[src/rtl/alu_seq_ctrl.sv]
`default_nettype none
// ============================================================================
// Module      : alu_seq_ctrl
// Description : Sequencing controller for a 4-bit ALU built around an
//               external full_adder_4bit.
//               Supported operations:
//                 - ADD
//                 - SUB
//                 - ACC (running accumulator)
//                 - optional shift-add MUL
//               Build option: define ALU_SEQ_MUL_EN to include the
//               multiplier (P register and iteration counter). Without it,
//               op=10 completes after one EXEC cycle with result 0 and
//               ovf=1.
// Revision    : 1.0 - initial release
// ============================================================================
module alu_seq_ctrl (
    input  logic       clkin_50,
    input  logic       rst_n,
    input  logic       start,
    input  logic [1:0] op,
    input  logic [3:0] opa,
    input  logic [3:0] opb,
    input  logic [3:0] add_sum,
    input  logic       add_cout,
    output logic [3:0] add_a,
    output logic [3:0] add_b,
    output logic       add_cin,
    output logic [7:0] result,
    output logic       busy,
    output logic       done,
    output logic       ovf,
    input  logic       acc_clr
);

    localparam logic [1:0] C_OP_ADD = 2'b00;
    localparam logic [1:0] C_OP_SUB = 2'b01;
    localparam logic [1:0] C_OP_MUL = 2'b10;
    localparam logic [1:0] C_OP_ACC = 2'b11;

    typedef enum logic [1:0] {
        ST_IDLE = 2'd0,
        ST_EXEC = 2'd1,
        ST_DONE = 2'd2
    } state_t;

    state_t     r_state;
    state_t     w_state_next;
    logic [1:0] r_op;
    logic [3:0] r_a;
    logic [3:0] r_b;
    logic [3:0] r_acc;
    logic [7:0] r_result;
    logic       r_ovf;
    logic       w_exec_last;
    logic [7:0] w_res_next;
    logic       w_ovf_next;
    logic       w_accept;

`ifdef ALU_SEQ_MUL_EN
    logic [7:0] r_p;
    logic [1:0] r_cnt;
    logic [7:0] w_p_next;
`endif

    assign w_accept = (r_state == ST_IDLE) && start;
    assign busy     = (r_state != ST_IDLE);
    assign done     = (r_state == ST_DONE);
    assign result   = r_result;
    assign ovf      = r_ovf;

    // Next-state logic plus adder drive and the result about to be captured
    always_comb begin
        w_state_next = r_state;
        add_a        = 4'h0;
        add_b        = 4'h0;
        add_cin      = 1'b0;
        w_exec_last  = 1'b0;
        w_res_next   = 8'h00;
        w_ovf_next   = 1'b0;
`ifdef ALU_SEQ_MUL_EN
        w_p_next     = r_p;
`endif
        case (r_state)
            ST_IDLE: begin
                if (start) begin
                    w_state_next = ST_EXEC;
                end
            end
            ST_EXEC: begin
                case (r_op)
                    C_OP_ADD: begin
                        add_a       = r_a;
                        add_b       = r_b;
                        w_res_next  = {3'b000, add_cout, add_sum};
                        w_ovf_next  = add_cout;
                        w_exec_last = 1'b1;
                    end
                    C_OP_SUB: begin
                        // A + ~B + 1; a missing carry-out means a borrow
                        add_a       = r_a;
                        add_b       = ~r_b;
                        add_cin     = 1'b1;
                        w_res_next  = {4'h0, add_sum};
                        w_ovf_next  = ~add_cout;
                        w_exec_last = 1'b1;
                    end
                    C_OP_ACC: begin
                        add_a       = r_acc;
                        add_b       = r_a;
                        w_res_next  = {3'b000, add_cout, add_sum};
                        w_ovf_next  = add_cout;
                        w_exec_last = 1'b1;
                    end
                    C_OP_MUL: begin
`ifdef ALU_SEQ_MUL_EN
                        // One shift-add step: add A into the upper half if the
                        // current multiplier LSB is set, then shift right.
                        add_a       = r_p[7:4];
                        add_b       = r_p[0] ? r_a : 4'h0;
                        w_p_next    = {add_cout, add_sum, r_p[3:1]};
                        w_res_next  = w_p_next;
                        w_ovf_next  = 1'b0;
                        w_exec_last = (r_cnt == 2'd3);
`else
                        // Multiplier not built: flag the op as unsupported
                        w_res_next  = 8'h00;
                        w_ovf_next  = 1'b1;
                        w_exec_last = 1'b1;
`endif
                    end
                endcase
                if (w_exec_last) begin
                    w_state_next = ST_DONE;
                end
            end
            ST_DONE: begin
                w_state_next = ST_IDLE;
            end
            default: begin
                w_state_next = ST_IDLE;
            end
        endcase
    end

    // State register
    always_ff @(posedge clkin_50 or negedge rst_n) begin
        if (!rst_n) begin
            r_state <= ST_IDLE;
        end else begin
            r_state <= w_state_next;
        end
    end

    // Operand capture on accept; held stable for the whole operation
    always_ff @(posedge clkin_50 or negedge rst_n) begin
        if (!rst_n) begin
            r_op <= 2'b00;
            r_a  <= 4'h0;
            r_b  <= 4'h0;
        end else if (w_accept) begin
            r_op <= op;
            r_a  <= opa;
            r_b  <= opb;
        end
    end

    // Accumulator: clear has priority over an ACC load
    always_ff @(posedge clkin_50 or negedge rst_n) begin
        if (!rst_n) begin
            r_acc <= 4'h0;
        end else if (acc_clr) begin
            r_acc <= 4'h0;
        end else if ((r_state == ST_EXEC) && (r_op == C_OP_ACC)) begin
            r_acc <= add_sum;
        end
    end

    // Result and flag captured only on the edge that enters DONE
    always_ff @(posedge clkin_50 or negedge rst_n) begin
        if (!rst_n) begin
            r_result <= 8'h00;
            r_ovf    <= 1'b0;
        end else if ((r_state == ST_EXEC) && w_exec_last) begin
            r_result <= w_res_next;
            r_ovf    <= w_ovf_next;
        end
    end

`ifdef ALU_SEQ_MUL_EN
    // Partial product and iteration counter for the shift-add multiplier
    always_ff @(posedge clkin_50 or negedge rst_n) begin
        if (!rst_n) begin
            r_p   <= 8'h00;
            r_cnt <= 2'd0;
        end else if (w_accept) begin
            r_p   <= {4'h0, opb};
            r_cnt <= 2'd0;
        end else if ((r_state == ST_EXEC) && (r_op == C_OP_MUL)) begin
            r_p   <= w_p_next;
            r_cnt <= r_cnt + 2'd1;
        end
    end
`endif

endmodule
`default_nettype wire
[config.mk]
export PLATFORM = sky130hd
export DESIGN_NAME = alu_seq_ctrl
export DESIGN_NICKNAME = d
export VERILOG_FILES = /design/src/rtl/alu_seq_ctrl.sv
export SDC_FILE = /design/constraint.sdc
export NUM_CORES = 1
export LEC_CHECK = 0
export CELL_PAD_IN_SITES_DETAIL_PLACEMENT = 1
export CELL_PAD_IN_SITES_GLOBAL_PLACEMENT = 1
export CORE_UTILIZATION = 35
export CTS_BUF_LIST = sky130_fd_sc_hd__clkbuf_4
export CTS_CLUSTER_SIZE = 28
export DETAILED_ROUTE_END_ITERATION = 6
export PLACE_DENSITY_LB_ADDON = 0.1
export REMOVE_ABC_BUFFERS = 1
export SLEW_MARGIN = 40
export SYNTH_ARGS = -nofsm -noshare
export SYNTH_HDL_FRONTEND = slang
export SYNTH_SLANG_ARGS = --single-unit
export TNS_END_PERCENT = 5
[constraint.sdc]
create_clock -name clkin_50 -period 2 [get_ports clkin_50]
set_input_delay 0.5 -clock clkin_50 [delete_from_list [all_inputs] [get_ports clkin_50]]
set_output_delay 0.5 -clock clkin_50 [all_outputs]
set_load 0.03 [all_outputs]
==> results of run 1 <==
final timing paths:
check                                       from                     to  slack [ns]  depth (start not counted)
setup / recovery             r_op[1]$_DFFE_PN0P_               add_a[3]       -0.07                          4
hold / removal                             rst_n     r_a[2]$_DFFE_PN0P_        0.53                          2
setup reg to reg             r_op[0]$_DFFE_PN0P_  result[4]$_DFFE_PN0P_        0.55                          4
hold reg to reg            result[4]$_DFFE_PN0P_  result[4]$_DFFE_PN0P_        0.53                          2
max in group asynchronous                  rst_n    r_op[1]$_DFFE_PN0P_        1.23                          2
min in group clkin_50      result[4]$_DFFE_PN0P_  result[4]$_DFFE_PN0P_        0.53                          2
report_power, final:
part | leakage (nW) | internal [W] | switching (W)
sequential | 0.274 | 0.000558 | 0.0000839
combinational | 0.473 | 0.000426 | 0.000453
clock | 0.0279 | 0.000203 | 0.000142
total | 0.775 | 0.00119 | 0.000679
flip-flops by register name, summed over array words and instances, names as in the netlist:
register  flops
r_a           4
ovf           1
r_op          2
r_state       2
r_acc         4
r_b           4
result        5
cell type report:
cell class,instances,share of cell area [%]
Timing Repair Buffer,41,23.9
Clock buffer,3,1.30
Multi-Input combinational cell,68,36.6
Tap cell,44,3.19
Inverter,6,1.30
Clock inverter,1,1.74
Sequential cell,22,32.0
placed cells by master (no fill, tap or decap), drive strengths merged:
cell type,instances
mux2i,8
clkdlybuf4s50,24
clkbuf,3
or2,2
conb,3
inv,6
nand2,9
buf,15
nor2,7
mux2,10
a21oi,10
bufinv,1
o21ai,5
nand3b,1
nand2b,1
o41ai,1
dfrtp,22
dlygate4sd2,2
ha,5
nor2b,1
a22o,5
kinds of logic (layout without fill, tap and decap cells):
| group | Yosys count | count (layout) |
|---|---|---|
| mux | 18 | 18 |
| compound gates | 21 | 21 |
| simple gates | 21 | 21 |
| flops | 22 | 22 |
| fa+ha+maj | 5 | 5 |
| other cells | 1 | 3 |
| buf+inv | 14 | 51 |
per-stage QoR:
stage / power [W] / cells / TNS, ns / utilization, %
final: 0.00187 / 185 / -0.488 / 56.1
after global routing: 0.00197 / 185 / -1.18 / 56.1
after CTS: 0.00180 / 183 / -0.825 / 52.8
after detailed placement: 0.00139 / 178 / 0 / 49.4
after global placement: 0.00137 / 178 / 0 / 49.4
after floorplan: 0.00110 / 96 / 0 / -
layer usage:
layer | up-vias | track usage (%) | routed length (um)
met5 | - | 0 | 0
met2 | 28 | 28.6 | 1460
li1 | 419 | - | -
met1 | 435 | 22.3 | 1180
met4 | 0 | 5.10 | 16
met3 | 2 | 5.24 | 170
timing repair:
action	4_1_cts	5_1_grt
resized for setup	13	22
pin swaps	1	2
hold buffers	0	0
endpoints found under the setup margin	11	9
buffers inserted	1	2
==> metrics, run 1 <==
skew final 0.00128 ns; fin crit period 2.07 ns; CTS clock-pin slew for the worst setup and hold paths 0.13 ns; largest area contributor in the netlist dfrtp_1; height of the die 59.4 um; area of placed instances 1520 um2; Die Footprint 3520 um2; failing checks negative setup slack; Final #Nets 166; WP data required 1.50 ns; 1st-pass router iterations 2; Area Growth Syn to Fin 50.0%; routed len/inst 15.3 um; CTS tree yes; largest cells by area after synthesis dfrtp_1, mux2_4, mux2i_1; largest net degree at the start of global routing 23; H-tree depth 1; DRC Markers 0; synth cell count leaders dfrtp_1, a21oi_1, mux2_4, nand2_1, mux2i_1; largest family of logic cells by synthesized area multiplexers; Crit. End Element output port; worst path bufs/invs 1; CTS max path bufs 2; Leak 0.775 nW; Simple-Gate Fraction of Synth Area 8.91%; Final period util 104%; Post-synth EDFFs 0; PortBufs 35; Synth Area in Compound Gates 11.1%; outcome finished, violations left; area of the multi-input gates 632 um2; CP Class register to output port; arrival time at the worst endpoint 1.57 ns; Synth Flop Type dfrtp_1; Yosys cell types 23; fraction of registers with async set/reset 100%; die boundary width 59.4 um; startpoint types register; XOR/XNOR Fraction of Synth Area 0%; Fin. Hold Viols 0; top cell type's share of synthesized area 47.8%; maxcap violations 0; RePlAce Congestion 0.705; vias in the first global route 925; PnR worst setup slack -0.0704 ns; fin area 1730 um2; Mapped Area 1150 um2; vias 884; CTS buffer count 3; HP Class input port to asynchronous set/reset pin; critical path's largest stage delay 0.47 ns; Reg area 552 um2; Pins Over Slew Limit 0; dpl hpwl 2010 um; Clock Latency Late Sink 0.31 ns; CP max-delay cell dfrtp_2; Initial DRC Count 14; Ports 39; antenna violations before repair 0; CTS Root Cell clkbuf_4; register bit total from synthesis 22; starting density of the core 37.4%; n_diodes 0; Setup WS pre-CTS 0.0638 ns; WHS 0.526 ns; routed vias/inst 4.78; total core area 3080 um2; DRT antenna net count 0; # clock sinks 22; count leader, synth dfrtp_1; sequential share of the synthesized area 47.8%; Mean Syn Cell Area 11.3 um2; Ys Warns 0; filler instances 341; peak supply drop 549 uV; global-route wire length before repair 4460 um; Total GRT Usage 17.5%; crit path max fanout 8; Rows 20; gr ovfl total 0; Setup-failing EPs final 8; CP Cell Sequence ha_4 -> or2_4 -> a21oi_2 -> buf_6; share of layout cells above drive strength 1 33.3%; max frequency 483 MHz; Post-Route WL 2830 um; mux cell area share after synthesis 19.7%; pwr dens 1080 nW/um2; Adder-Cell Fraction of Synth Area 5.43%; critical path's top delay family flip-flops; RSZ-0062 raised after global routing true; Mapped Cells 102
(Power assumes the default switching activity.)
==> run 2: changes to the inputs <==
CORE_UTILIZATION = 32   (was 35)
clock period = 1.9 ns   (was 2 ns; I/O delays follow)
==> run 2 against run 1 <==
Net effect:
- the flow still finishes with violations (negative setup slack)
- die area is 9.0% higher
- worst hold slack worse by 0.029 ns
- register-to-register slack worse by 0.24 ns
- core utilization is 4.2 points lower
- wire length is 4.0% higher
- sequential share of layout area is 0.57 points lower
- total power is 1.1% higher
- first-iteration DRC count is 29% lower
- via count is 1.5% higher
- clock skew is 0.0069 ns higher
- highest routed layer unchanged
==> metrics, run 2 (same netlist as run 1, synthesis figures left out) <==
outcome finished, violations left; failing checks negative setup slack; startpoint types register; Leak 0.807 nW (+4.2%); CTS clock-pin slew for the worst setup and hold paths 0.13 ns (about the same); RePlAce Congestion 0.687 (-2.6%); maxcap violations 0 (unchanged); PnR worst setup slack -0.153 ns (-0.0830 ns); height of the die 62.0 um (+4.4%); filler instances 364 (+6.7%); CTS Hold Bufs 0 (unchanged); WP data required 1.42 ns (-0.08 ns); pwr dens 1070 nW/um2 (-0.71%); CTS buffer count 3 (unchanged); Die Footprint 3840 um2 (+9.0%); Setup WS pre-CTS 0.0152 ns (-0.0487 ns); skew final 0.00814 ns (+0.00686 ns); DRC Markers 0 (unchanged); NetSw 0.000751 W (+11%); Fin. Hold Viols 0 (unchanged); DRT antenna net count 0 (unchanged); Clock Latency Late Sink 0.31 ns (about the same); WHS 0.497 ns (-0.0294 ns); n_diodes 0 (unchanged); R2R cell count 6 (+2); Worst R2R Setup Slack 0.31 ns (-0.24 ns); area of placed instances 1540 um2 (+1.2%); Crit. End Element output port; Ports 39 (unchanged); CTS Root Cell clkbuf_4; RSZ-0062 raised after global routing true; largest net degree at the start of global routing 23 (unchanged); commonest non-fill, non-tap cells in the layout clkdlybuf4s50_1, dfrtp_1, mux2_4, buf_4, buf_6; HP Class input port to asynchronous set/reset pin; dpl hpwl 2080 um (+3.4%); max frequency 487 MHz; arrival time at the worst endpoint 1.58 ns (about the same); combinational power share 51.5% (+4.4 points); total core area 3390 um2 (+10%); # clock sinks 22 (unchanged); flip-flop count of the largest register after layout 5 (unchanged); routed vias/inst 4.72 (-1.2%); switching share of power 39.8% (+3.4 points); Final period util 108%; fin area 1760 um2 (+1.8%); vias in the first global route 955 (+3.2%); CTS tree yes; gr ovfl total 0 (unchanged); Initial DRC Count 10 (-4); CP Class register to output port; peak supply drop 446 uV (-19%); Total GRT Usage 16.5% (-1.1 points); die boundary width 62.0 um (+4.4%); share of power burned in registers 36.4% (+2.0 points); Setup-failing EPs final 9 (+1); Post-Route WL 2940 um (+4.0%); Area Growth Syn to Fin 52.7%; starting density of the core 34.0% (-3.4 points); fin crit period 2.05 ns; Rows 21 (+5.0%); antenna violations before repair 0 (unchanged); Pins Over Slew Limit 0 (unchanged); fin util 51.9% (-4.2 points); Final #Nets 169 (+1.8%); routed len/inst 15.5 um (+1.3%); Placed Instances 182 (+2.2%); crit path max fanout 10 (+2); Post-Layout Cell Count 190 (+2.7%); share of layout cells above drive strength 1 36.8% (+3.5 points); Critical R2R Launch r_op[1]$_DFFE_PN0P_; 1st-pass router iterations 2 (unchanged); vias 897 (+1.5%); global-route wire length before repair 4480 um (+0.47%); internal power 0.00113 W (-4.4%); PortBufs 35 (unchanged); CTS max path bufs 2 (unchanged); H-tree depth 1 (unchanged); clock share of power 12.1% (-6.4 points); Crit Reg-Reg Endpoint r_acc[1]$_DFFE_PN0P_; commonest non-fill, non-tap cell in the layout clkdlybuf4s50_1
-- run 2: metal layers --
metal  vias to the layer above  routed length, um  global-route usage, %
met5                         -                  0                      0
met4                         0                 22                   6.67
met1                       448               1270                   19.2
met3                         2                123                   3.52
met2                        20               1530                   29.2
li1                        427                  -                      -
-- run 2: how the worst max path moves through the flow --
stage / startpoint / endpoint / slack, ns / depth (start not counted)
6_report: r_op[0]$_DFFE_PN0P_ / add_b[1] / -0.15 / 5
5_1_grt: r_op[0]$_DFFE_PN0P_ / add_b[1] / -0.24 / 5
4_1_cts: r_op[0]$_DFFE_PN0P_ / add_b[3] / -0.20 / 6
3_5_place_dp: r_op[0]$_DFFE_PN0P_ / add_a[3] / 0.02 / 5
3_3_place_gp: r_op[0]$_DFFE_PN0P_ / add_a[2] / 0.1 / 5
2_1_floorplan: r_state[1]$_DFFE_PN0P_ / add_a[0] / -0.05 / 3
-- run 2: power groups by stage --
stage / Combinational [W] / Sequential (W) / Clock (W)
CTS: 0.000859 / 0.000680 / 0.000233
finish: 0.000972 / 0.000686 / 0.000228
floorplan: 0.000383 / 0.000771 / 0
detailed placement: 0.000794 / 0.000691 / 0
global placement: 0.000781 / 0.000683 / 0
global route: 0.00104 / 0.000702 / 0.000257
-- run 2: final cells by class --
class	count	area [um2]	area share (%)
repair buffers	44	437	24.8
inverters	6	22.5	1.28
clock inverters	1	3.75	0.214
clock buffers	3	22.5	1.28
well taps	46	57.6	3.27
flip-flops and latches	22	552	31.4
multi-input cells	68	663	37.7
-- run 2: repair_timing --
action / 4_1_cts / 5_1_grt
endpoints found under the setup margin: 11 / 12
pin swaps: 1 / 1
resized for setup: 14 / 33
buffers inserted: 1 / 3
-- run 2: through the flow --
step | setup TNS (ns) | total power [W]
3_5_place_dp | 0 | 0.00149
4_1_cts | -1.56 | 0.00177
3_3_place_gp | 0 | 0.00146
2_1_floorplan | -0.410 | 0.00115
6_report | -1.24 | 0.00189
5_1_grt | -1.87 | 0.00200
-- run 2: worst max-delay path, cell delays in order (launching register included) --
cell,delay [ns]
dfrtp_1,0.42
buf_4,0.17
ha_4,0.20
mux2i_1,0.25
a21oi_4,0.09
buf_6,0.14
